==> src/rtl/stopwatch_pkg.sv <==
// Shared types and constants for the stopwatch controller: FSM state
// encoding, digit-select codes, per-digit BCD limits and small digit helpers.
package stopwatch_pkg;

    typedef enum logic [1:0] {
        IDLE   = 2'd0,
        RUN    = 2'd1,
        PAUSE  = 2'd2,
        ADJUST = 2'd3
    } state_t;

    localparam logic [2:0] SEL_MIN_L = 3'd0;
    localparam logic [2:0] SEL_MIN_R = 3'd1;
    localparam logic [2:0] SEL_SEC_L = 3'd2;
    localparam logic [2:0] SEL_SEC_R = 3'd3;

    localparam logic [3:0] LIMIT_MIN_L = 4'd9;
    localparam logic [3:0] LIMIT_MIN_R = 4'd9;
    localparam logic [3:0] LIMIT_SEC_L = 4'd5;
    localparam logic [3:0] LIMIT_SEC_R = 4'd9;

    // Pick one BCD digit out of {min_l,min_r,sec_l,sec_r}
    function automatic logic [3:0] digit_of(logic [15:0] digits, logic [2:0] sel);
        case (sel)
            SEL_MIN_L: return digits[15:12];
            SEL_MIN_R: return digits[11:8];
            SEL_SEC_L: return digits[7:4];
            default:   return digits[3:0];
        endcase
    endfunction

    function automatic logic [3:0] limit_of(logic [2:0] sel);
        case (sel)
            SEL_MIN_L: return LIMIT_MIN_L;
            SEL_MIN_R: return LIMIT_MIN_R;
            SEL_SEC_L: return LIMIT_SEC_L;
            default:   return LIMIT_SEC_R;
        endcase
    endfunction

    // Increment with wrap; anything at or beyond the limit (including junk) goes to 0
    function automatic logic [3:0] digit_next(logic [3:0] d, logic [3:0] lim);
        return (d >= lim) ? 4'd0 : d + 4'd1;
    endfunction

    // Selection walks 3 -> 2 -> 1 -> 0 -> 3
    function automatic logic [2:0] sel_step(logic [2:0] sel);
        return (sel == SEL_MIN_L) ? SEL_SEC_R : sel - 3'd1;
    endfunction

endpackage

==> src/rtl/stopwatch_ctrl_if.sv <==
// Button/level inputs and control outputs of the stopwatch controller.
// master = button/time-counter side, slave = the controller.
interface stopwatch_ctrl_if;
    import stopwatch_pkg::*;

    logic        btn_pause;
    logic        btn_clear;
    logic        adj_mode;
    logic        btn_sel;
    logic        btn_inc;
    logic [15:0] digits;
    logic        tick;
    logic        paused;
    logic        clr;
    logic [2:0]  adj_sel;
    logic [3:0]  adj_val;
    logic        adj_load;
    logic        blink;
    state_t      state;

    modport master (
        output btn_pause, btn_clear, adj_mode, btn_sel, btn_inc, digits,
        input  tick, paused, clr, adj_sel, adj_val, adj_load, blink, state
    );

    modport slave (
        input  btn_pause, btn_clear, adj_mode, btn_sel, btn_inc, digits,
        output tick, paused, clr, adj_sel, adj_val, adj_load, blink, state
    );

endinterface

==> src/rtl/stopwatch_prescaler.sv <==
// Free-running modulo-DIV counter that only advances while enabled and
// flags its terminal count with a single-cycle pulse.
module stopwatch_prescaler #(
    parameter int DIV = 4
) (
    input  logic clk,
    input  logic rst_n,
    input  logic en,
    input  logic clr,
    output logic pulse
);
    localparam int W = (DIV > 1) ? $clog2(DIV) : 1;
    localparam logic [W-1:0] LAST = W'(DIV - 1);

    logic [W-1:0] count;

    // Count 0..DIV-1 while enabled, hold otherwise, clear wins
    always_ff @(posedge clk or negedge rst_n) begin
        if (!rst_n) begin
            count <= '0;
        end else if (clr) begin
            count <= '0;
        end else if (en) begin
            count <= (count == LAST) ? '0 : count + 1'b1;
        end
    end

    assign pulse = en && !clr && (count == LAST);

endmodule

==> src/rtl/stopwatch_ctrl.sv <==
// Stopwatch controller: start/pause/clear FSM, tick prescaler and an
// optional digit-adjust mode. Define STOPWATCH_ADJ_EN to build the ADJUST
// state with its digit select/increment and blink logic; without it the
// adjust outputs are tied to their idle values.
module stopwatch_ctrl
    import stopwatch_pkg::*;
#(
    parameter int TICK_DIV  = 100000000,
    parameter int BLINK_DIV = 25000000
) (
    input  logic            clk,
    input  logic            rst_n,
    stopwatch_ctrl_if.slave sw
);
    state_t state_q, state_d;
    logic   tick_en, tick_clr, tick_pulse;
    logic   blink_en, blink_clr, blink_pulse;
    logic   clr_q;

    // A clear suppresses counting in its own cycle; IDLE keeps the tick count at zero
    assign tick_en   = (state_q == RUN) && !sw.btn_clear;
    assign tick_clr  = sw.btn_clear || (state_q == IDLE);
    assign blink_en  = (state_q == ADJUST) && !sw.btn_clear;
    assign blink_clr = sw.btn_clear || (state_q != ADJUST);

    stopwatch_prescaler #(.DIV(TICK_DIV)) u_tick_div (
        .clk   (clk),
        .rst_n (rst_n),
        .en    (tick_en),
        .clr   (tick_clr),
        .pulse (tick_pulse)
    );

    stopwatch_prescaler #(.DIV(BLINK_DIV)) u_blink_div (
        .clk   (clk),
        .rst_n (rst_n),
        .en    (blink_en),
        .clr   (blink_clr),
        .pulse (blink_pulse)
    );

    // Next-state decode; clear overrides every other input
    always_comb begin
        state_d = state_q;
        if (sw.btn_clear) begin
            state_d = IDLE;
        end else begin
            case (state_q)
                IDLE: begin
                    if (sw.btn_pause) state_d = RUN;
`ifdef STOPWATCH_ADJ_EN
                    else if (sw.adj_mode) state_d = ADJUST;
`endif
                end
                RUN: begin
                    if (sw.btn_pause) state_d = PAUSE;
                end
                PAUSE: begin
                    if (sw.btn_pause) state_d = RUN;
`ifdef STOPWATCH_ADJ_EN
                    else if (sw.adj_mode) state_d = ADJUST;
`endif
                end
                ADJUST: begin
`ifdef STOPWATCH_ADJ_EN
                    if (!sw.adj_mode) state_d = PAUSE;
`else
                    state_d = PAUSE;
`endif
                end
                default: state_d = IDLE;
            endcase
        end
    end

    // State register and the one-cycle clear strobe to the time counter
    always_ff @(posedge clk or negedge rst_n) begin
        if (!rst_n) begin
            state_q <= IDLE;
            clr_q   <= 1'b0;
        end else begin
            state_q <= state_d;
            clr_q   <= sw.btn_clear;
        end
    end

    assign sw.state  = state_q;
    assign sw.paused = (state_q != RUN);
    assign sw.tick   = tick_pulse;
    assign sw.clr    = clr_q;

`ifdef STOPWATCH_ADJ_EN
    logic [2:0] adj_sel_q;
    logic [3:0] adj_val_q;
    logic       adj_load_q;
    logic       blink_q;
    logic       adj_entry;
    logic       adj_inc;

    assign adj_entry = (state_q != ADJUST) && (state_d == ADJUST);
    assign adj_inc   = (state_q == ADJUST) && sw.btn_inc && !sw.btn_clear;

    // Digit select and write strobe; increment uses the selection before any step
    always_ff @(posedge clk or negedge rst_n) begin
        if (!rst_n) begin
            adj_sel_q  <= SEL_SEC_R;
            adj_val_q  <= 4'd0;
            adj_load_q <= 1'b0;
        end else begin
            adj_load_q <= adj_inc;
            if (adj_inc) begin
                adj_val_q <= digit_next(digit_of(sw.digits, adj_sel_q), limit_of(adj_sel_q));
            end
            if (adj_entry) begin
                adj_sel_q <= SEL_SEC_R;
            end else if ((state_q == ADJUST) && sw.btn_sel && !sw.btn_clear) begin
                adj_sel_q <= sel_step(adj_sel_q);
            end
        end
    end

    // Blink starts high on entry, toggles on each blink terminal count, low elsewhere
    always_ff @(posedge clk or negedge rst_n) begin
        if (!rst_n) begin
            blink_q <= 1'b0;
        end else if (state_d != ADJUST) begin
            blink_q <= 1'b0;
        end else if (adj_entry) begin
            blink_q <= 1'b1;
        end else if (blink_pulse) begin
            blink_q <= !blink_q;
        end
    end

    assign sw.adj_sel  = adj_sel_q;
    assign sw.adj_val  = adj_val_q;
    assign sw.adj_load = adj_load_q;
    assign sw.blink    = blink_q;
`else
    logic unused_adj;
    assign unused_adj  = ^{sw.adj_mode, sw.btn_sel, sw.btn_inc, sw.digits, blink_pulse};

    assign sw.adj_sel  = SEL_SEC_R;
    assign sw.adj_val  = 4'd0;
    assign sw.adj_load = 1'b0;
    assign sw.blink    = 1'b0;
`endif

endmodule

==> src/flat_wrapper.sv <==
// flat-port wrapper written by rule: the top's interface ports become plain ports
module stopwatch_ctrl_flat import stopwatch_pkg::*;
#(
    parameter int TICK_DIV  = 100000000,
    parameter int BLINK_DIV = 25000000
)
  (clk, rst_n, sw_btn_pause, sw_btn_clear, sw_adj_mode, sw_btn_sel, sw_btn_inc, sw_digits, sw_tick, sw_paused, sw_clr, sw_adj_sel, sw_adj_val, sw_adj_load, sw_blink, sw_state);
  stopwatch_ctrl_if sw_i ();
  input  logic clk;
  input  logic rst_n;
  input wire logic [$bits(sw_i.btn_pause)-1:0] sw_btn_pause;
  input wire logic [$bits(sw_i.btn_clear)-1:0] sw_btn_clear;
  input wire logic [$bits(sw_i.adj_mode)-1:0] sw_adj_mode;
  input wire logic [$bits(sw_i.btn_sel)-1:0] sw_btn_sel;
  input wire logic [$bits(sw_i.btn_inc)-1:0] sw_btn_inc;
  input wire logic [$bits(sw_i.digits)-1:0] sw_digits;
  output wire logic [$bits(sw_i.tick)-1:0] sw_tick;
  output wire logic [$bits(sw_i.paused)-1:0] sw_paused;
  output wire logic [$bits(sw_i.clr)-1:0] sw_clr;
  output wire logic [$bits(sw_i.adj_sel)-1:0] sw_adj_sel;
  output wire logic [$bits(sw_i.adj_val)-1:0] sw_adj_val;
  output wire logic [$bits(sw_i.adj_load)-1:0] sw_adj_load;
  output wire logic [$bits(sw_i.blink)-1:0] sw_blink;
  output wire logic [$bits(sw_i.state)-1:0] sw_state;
  assign sw_i.btn_pause = sw_btn_pause;
  assign sw_i.btn_clear = sw_btn_clear;
  assign sw_i.adj_mode = sw_adj_mode;
  assign sw_i.btn_sel = sw_btn_sel;
  assign sw_i.btn_inc = sw_btn_inc;
  assign sw_i.digits = sw_digits;
  assign sw_tick = sw_i.tick;
  assign sw_paused = sw_i.paused;
  assign sw_clr = sw_i.clr;
  assign sw_adj_sel = sw_i.adj_sel;
  assign sw_adj_val = sw_i.adj_val;
  assign sw_adj_load = sw_i.adj_load;
  assign sw_blink = sw_i.blink;
  assign sw_state = sw_i.state;
  stopwatch_ctrl #(.TICK_DIV(TICK_DIV), .BLINK_DIV(BLINK_DIV)) u_core (.clk(clk), .rst_n(rst_n), .sw(sw_i));
endmodule
==> config.mk <==
export PLATFORM = sky130hd
export DESIGN_NAME = stopwatch_ctrl_flat
export DESIGN_NICKNAME = d
export VERILOG_FILES = /design/src/rtl/stopwatch_pkg.sv /design/src/rtl/stopwatch_ctrl_if.sv /design/src/rtl/stopwatch_prescaler.sv /design/src/rtl/stopwatch_ctrl.sv /design/src/flat_wrapper.sv
export SDC_FILE = /design/constraint.sdc
export NUM_CORES = 1
export LEC_CHECK = 0
export ABC_AREA = 1
export CAP_MARGIN = 20
export CORE_MARGIN = 1.5
export CORE_UTILIZATION = 25
export CTS_CLUSTER_SIZE = 14
export DETAILED_ROUTE_END_ITERATION = 16
export PLACE_DENSITY = 0.54
export RECOVER_POWER = 25
export SLEW_MARGIN = 15
export SYNTH_ARGS = -nofsm -noshare
export SYNTH_HDL_FRONTEND = slang
export SYNTH_SLANG_ARGS = --single-unit
==> constraint.sdc <==
create_clock -name clk -period 2.01 [get_ports clk]
set_input_delay 0.603 -clock clk [delete_from_list [all_inputs] [get_ports clk]]
set_output_delay 0.603 -clock clk [all_outputs]
set_load 0.03 [all_outputs]
Word-level counts from Yosys, hierarchy flattened --
Cells that the tools add are included.
Word-level totals: flip-flop bits (word level) 30, input port bits 23, logic and storage cells 28
Cells by class: add/sub/neg operators 1, equal/unequal tests 7, mux-type cells 7, reduce and logical (&&, ||, !) cells 10
Operators with widths (number):
- two-way mux 27 bit | 3
- adder 27 x 1 -> 27 bit (second input constant) | 1
- equality test 27 bit (second input constant) | 1
- two-way mux 2 bit | 3
- case mux 2 bit (3 select lines) | 1
- equality test 2 bit (second input constant) | 2
- logical AND 1 bit | 3
- inequality test 3 x 1 -> 1 bit (second input constant) | 1
- inequality test 3 bit (second input constant) | 1
- equality test 2 x 1 -> 1 bit (second input constant) | 1
- zero test 1 bit | 2
- zero test 2 bit | 1
- inequality test 2 x 1 -> 1 bit (second input constant) | 1
- AND reduction 2 bit | 1
- nonzero test 2 bit | 1
- OR reduction 2 bit | 1
- logical OR 1 bit | 1

Longest topological paths before layout --
word-level depth 5, gate-level depth with buffers 9

Cells and area by module --
From an unflattened synthesis, not the netlist that was laid out.
Unflattened totals: cell total of the unflattened synthesis 305, area total of the unflattened synthesis 2059.5 µm²
Modules (own cells, without submodules):
- stopwatch_prescaler | times used 1, cells each 277, area an instance 1848.0 µm², sequential area each 675.6 µm²
- stopwatch_ctrl | times used 1, cells each 28, area an instance 211.5 µm², sequential area each 75.1 µm²

Worst setup path before layout --
OpenSTA, ideal clock, no wires.
path type reg2out, start point register u_core.state_q[0], in the netlist u_core.sw.state[0], end point output sw_tick, arrival time 1.822 ns, required time 1.407 ns, slack -0.415 ns, stages on the path, launching flop included 5, buffers on the path 0, path through dfrtp_1 nand2_1 nor2_1 inv_1 nor3_1
On the way: cells in the longest elaborated chain, start to end 5, elaborated cells on any way between the ends 7, classes of those cells eq/ne (1); reduce/logical (6)
Ends and longest elaborated chain:
- start: declaration | RTL line stopwatch_ctrl.sv:15 | state_t state_q, state_d;
- start signal: assignment | RTL line stopwatch_ctrl.sv:82 | state_q <= state_d;
- zero test 2 bit | RTL line stopwatch_ctrl.sv:22 | assign tick_clr = sw.btn_clear || (state_q == IDLE);
- logical OR 1 bit | RTL line stopwatch_ctrl.sv:22
- zero test 1 bit | RTL line stopwatch_prescaler.sv:28 | assign pulse = en && !clr && (count == LAST);
- logical AND 1 bit (*) (2 in a row) | RTL line stopwatch_prescaler.sv:28
- end: declaration | RTL line flat_wrapper.sv:17 | output wire logic [$bits(sw_i.tick)-1:0] sw_tick;
Every way passes the cells marked *; elsewhere a longest branch is shown, timed or not.

Worst setup path in the final report --
start point register u_core.u_tick_div.count[22], end point output sw_tick
On the way: cells in the longest elaborated chain, start to end 2
Ends and longest elaborated chain:
- start: declaration | RTL line stopwatch_prescaler.sv:15 | logic [W-1:0] count;
- start signal: assignment | RTL line stopwatch_prescaler.sv:24 | count <= (count == LAST) ? '0 : count + 1'b1;
- equality test 27 bit | RTL line stopwatch_prescaler.sv:28
- logical AND 1 bit | RTL line stopwatch_prescaler.sv:28
Every way passes these cells.

==> metrics.cfg <==
[outcome]
status = complete, but fails checks
violations = setup timing

[worst_setup_path]
crit_fanout = 5
cp.depth = 5
ff2ff_path_depth = 9
timing.critical_path.to = sw_tick
cp_data_arrival_time_ns = 1.51
cp_cell_sequence = nand2_2, nor2_2, nand3b_1, nor3_4, buf_6
cp_top_family = simple AND/OR/NAND/NOR gates
critPathLaunchType = flip-flop
cp-end-kind = output pin
required_ns = 1.41
crit_type = reg -> out
rr_startpoint = u_core.u_tick_div.count[0]
startpoint = u_core.u_tick_div.count[22]
cpPeakStageDelay_ns = 0.42
timing.rr.end = u_core.u_tick_div.count[20]
cp_num_buf_inv = 1
cpMaxStageDelayCell = dfrtp_1
reg2reg_slack_ns = 0.20

[yosys]
synth_top_family_by_area = simple AND/OR/NAND/NOR gates
synthCells = 312
synthMuxAreaShare_pct = 0
yosys_warnings = 0
synth_top_area_share_pct = 37.4
syn_area_per_cell_um2 = 6.44
synth_edf_count = 0
ys_async_sr_fraction_pct = 100
ys.flop_type = dfrtp_1
synth-seq-area-share_pct = 37.4
synthTopCellsByCount = nand2_1, nor2_1, inv_1
synth_xor_area_share_pct = 2.62
syn_area_mm2 = 0.00201
synth_compound_area_share_pct = 4.80
synth_fa_ha_area_share_pct = 0.623
synth_most_common_cell = nand2_1
synthSimpleGateAreaFrac_pct = 42.7
ys_types = 29
yosysTopAreaCell = dfrtp_1
synth.area.top_cells = dfrtp_1, nand2_1, nor2_1
synth-seq-cells = 30

[clocking]
clk_pin_slew_ns = 0.07
clkLatencyLatePin_ns = 0.29
cts_buffer_depth = 2
numCtsBuffers = 5
cts-root-buf = clkbuf_8
htreeDepth = 2
cts.sinks = 30
postCtsHoldBufs = 0
cts_tree = built

[floorplan]
die_w_um = 92.6
dieArea_mm2 = 0.00858
core_area_mm2 = 0.00777
io_pins = 37
die_h_um = 92.6
start_util_pct = 25.9
rows = 32

[placement]
portBuffers = 8
hpwlAfterDp_um = 3650
placed_area_mm2 = 0.00233
gp_congestion = 0.844
place_inst = 433

[global_route]
grt_max_degree = 31
grt.overflow.total = 0
antenna_found_initial = 0
grt_pass1_wl_um = 8690
globalRouteTotalUtil_pct = 13.2
grt_pass1_vias = 1836

[cells_and_area]
drive_gt1_share_pct = 13.8
fillerInstances = 838
utilization_pct = 32.6
nNetsFinal = 371
syn_to_final_growth_pct = 26.0
fin_area_mm2 = 0.00253
seq_area_um2 = 751
diodes = 0
finalNonFillerCells = 450
multiInputGateArea_mm2 = 0.00111

[job]
cap_violations = 0

[route]
vias = 1897
avgRoutedWirePerCell_um = 11.2
drtPass1Iterations = 4
final_antenna_net_count = 0
drc_errors = 0
dr.first_iter.drc_count = 86
viasPerCell = 4.22
routed_wl_um = 5040

[timing]
max_freq_mhz = 474
setup_viol = 1
finalMaxSlewViolations = 0
setup_slack_ns = -0.102
hold_viol_final = 0
skew_ns = 0.00544
tightest_slew_ns = 0.797
period_minus_slack_ns = 2.11
rsz0062_at_grt = yes
fin_crit_sh_pct = 105
slew_headroom_pct = 46.9

[pwr]
power.density_mw_per_mm2 = 519
p_total_mw = 1.31
p_leak_nw = 1.21
irDropWorstVdd_mv = 0.190

[hold_path]
holdCritStartpoint = u_core.u_tick_div.count[26]
hp-class = reg -> reg

## flip-flops by register name (all words and copies together), names as in the netlist
register	cells
u_core.sw.clr	1
u_core.u_tick_div.count	27
u_core.sw.state	2
## cell families after synthesis
| group | Yosys count |
|---|---|
| adder cells (fa/ha/maj) | 1 |
| AO/OA/AOI/OAI | 14 |
| AND/OR/NAND/NOR | 209 |
| XOR/XNOR | 6 |
| buffers and inverters | 50 |
| flip-flops | 30 |
| other | 2 |
## routing by layer
metal / track usage (%) / vias up / routed length (um)
li1: - / 1012 / -
met1: 16.5 / 847 / 2400
met2: 21.3 / 29 / 2330
met3: 3.69 / 9 / 204
met4: 5.30 / 0 / 112
met5: 0 / - / 0
## worst min-delay path, cell delays in order, from the launching register on
cell     delay [ns]
dfrtp_1        0.40
nand2_1        0.07
nand2_1        0.06
## placed cells by master (no fill, tap or decap), types with 2 or more instances in the layout
| cell | n |
|---|---|
| dlymetal6s2s_1 | 3 |
| xor2_1 | 5 |
| nand2_1 | 104 |
| buf_4 | 21 |
| a21o_1 | 2 |
| inv_1 | 35 |
| nand3_1 | 32 |
| a21oi_1 | 3 |
| nor2_1 | 56 |
| o21bai_1 | 3 |
| inv_2 | 2 |
| nor3_1 | 3 |
| buf_12 | 3 |
| clkdlybuf4s50_1 | 2 |
| dfrtp_1 | 30 |
| nor2_2 | 3 |
| conb_1 | 9 |
| nand2_2 | 3 |
| clkbuf_8 | 6 |
| o21ai_0 | 4 |
| clkbuf_1 | 2 |
## final cells by class
class                      instances  area share (%)
multi-input combinational        239            43.8
tap                              102            5.04
sequential                        30            29.7
timing repair buffer              34            12.4
clock inverter                     1           0.198
clock buffer                       7            3.41
inverter                          37            5.49
## what timing repair did
| action | in CTS | in global routing |
|---|---|---|
| resized for setup | 11 | 3 |
| pin swaps | 4 | 3 |
| buffers inserted | 4 | 5 |
| endpoints found under the setup margin | 2 | 3 |
| cloned | 0 | 0 |
## metrics by stage
stage	hold WS, ns	setup slack (ns)	setup TNS [ns]
floorplan	0.307	0.0332	0
global placement	0.530	-0.235	-0.353
detailed placement	0.534	-0.254	-0.369
CTS	0.554	-0.134	-0.134
global route	0.613	-0.176	-0.176
finish	0.548	-0.102	-0.102
## report_power, final
part	internal [mW]	leakage, nW	switching (mW)
clock	0.276	0.0482	0.239
combinational	0.0633	0.747	0.102
sequential	0.618	0.414	0.0147
total	0.957	1.21	0.356
## worst min-delay path by stage
stage	to	cells after the start
after floorplan	u_core.sw.clr	0
after global placement	u_core.u_tick_div.count[26]	2
after detailed placement	u_core.u_tick_div.count[26]	2
after CTS	u_core.u_tick_div.count[26]	2
after global routing	u_core.u_tick_div.count[26]	2
final	u_core.u_tick_div.count[26]	2
Power figures use the tool's default switching activity.
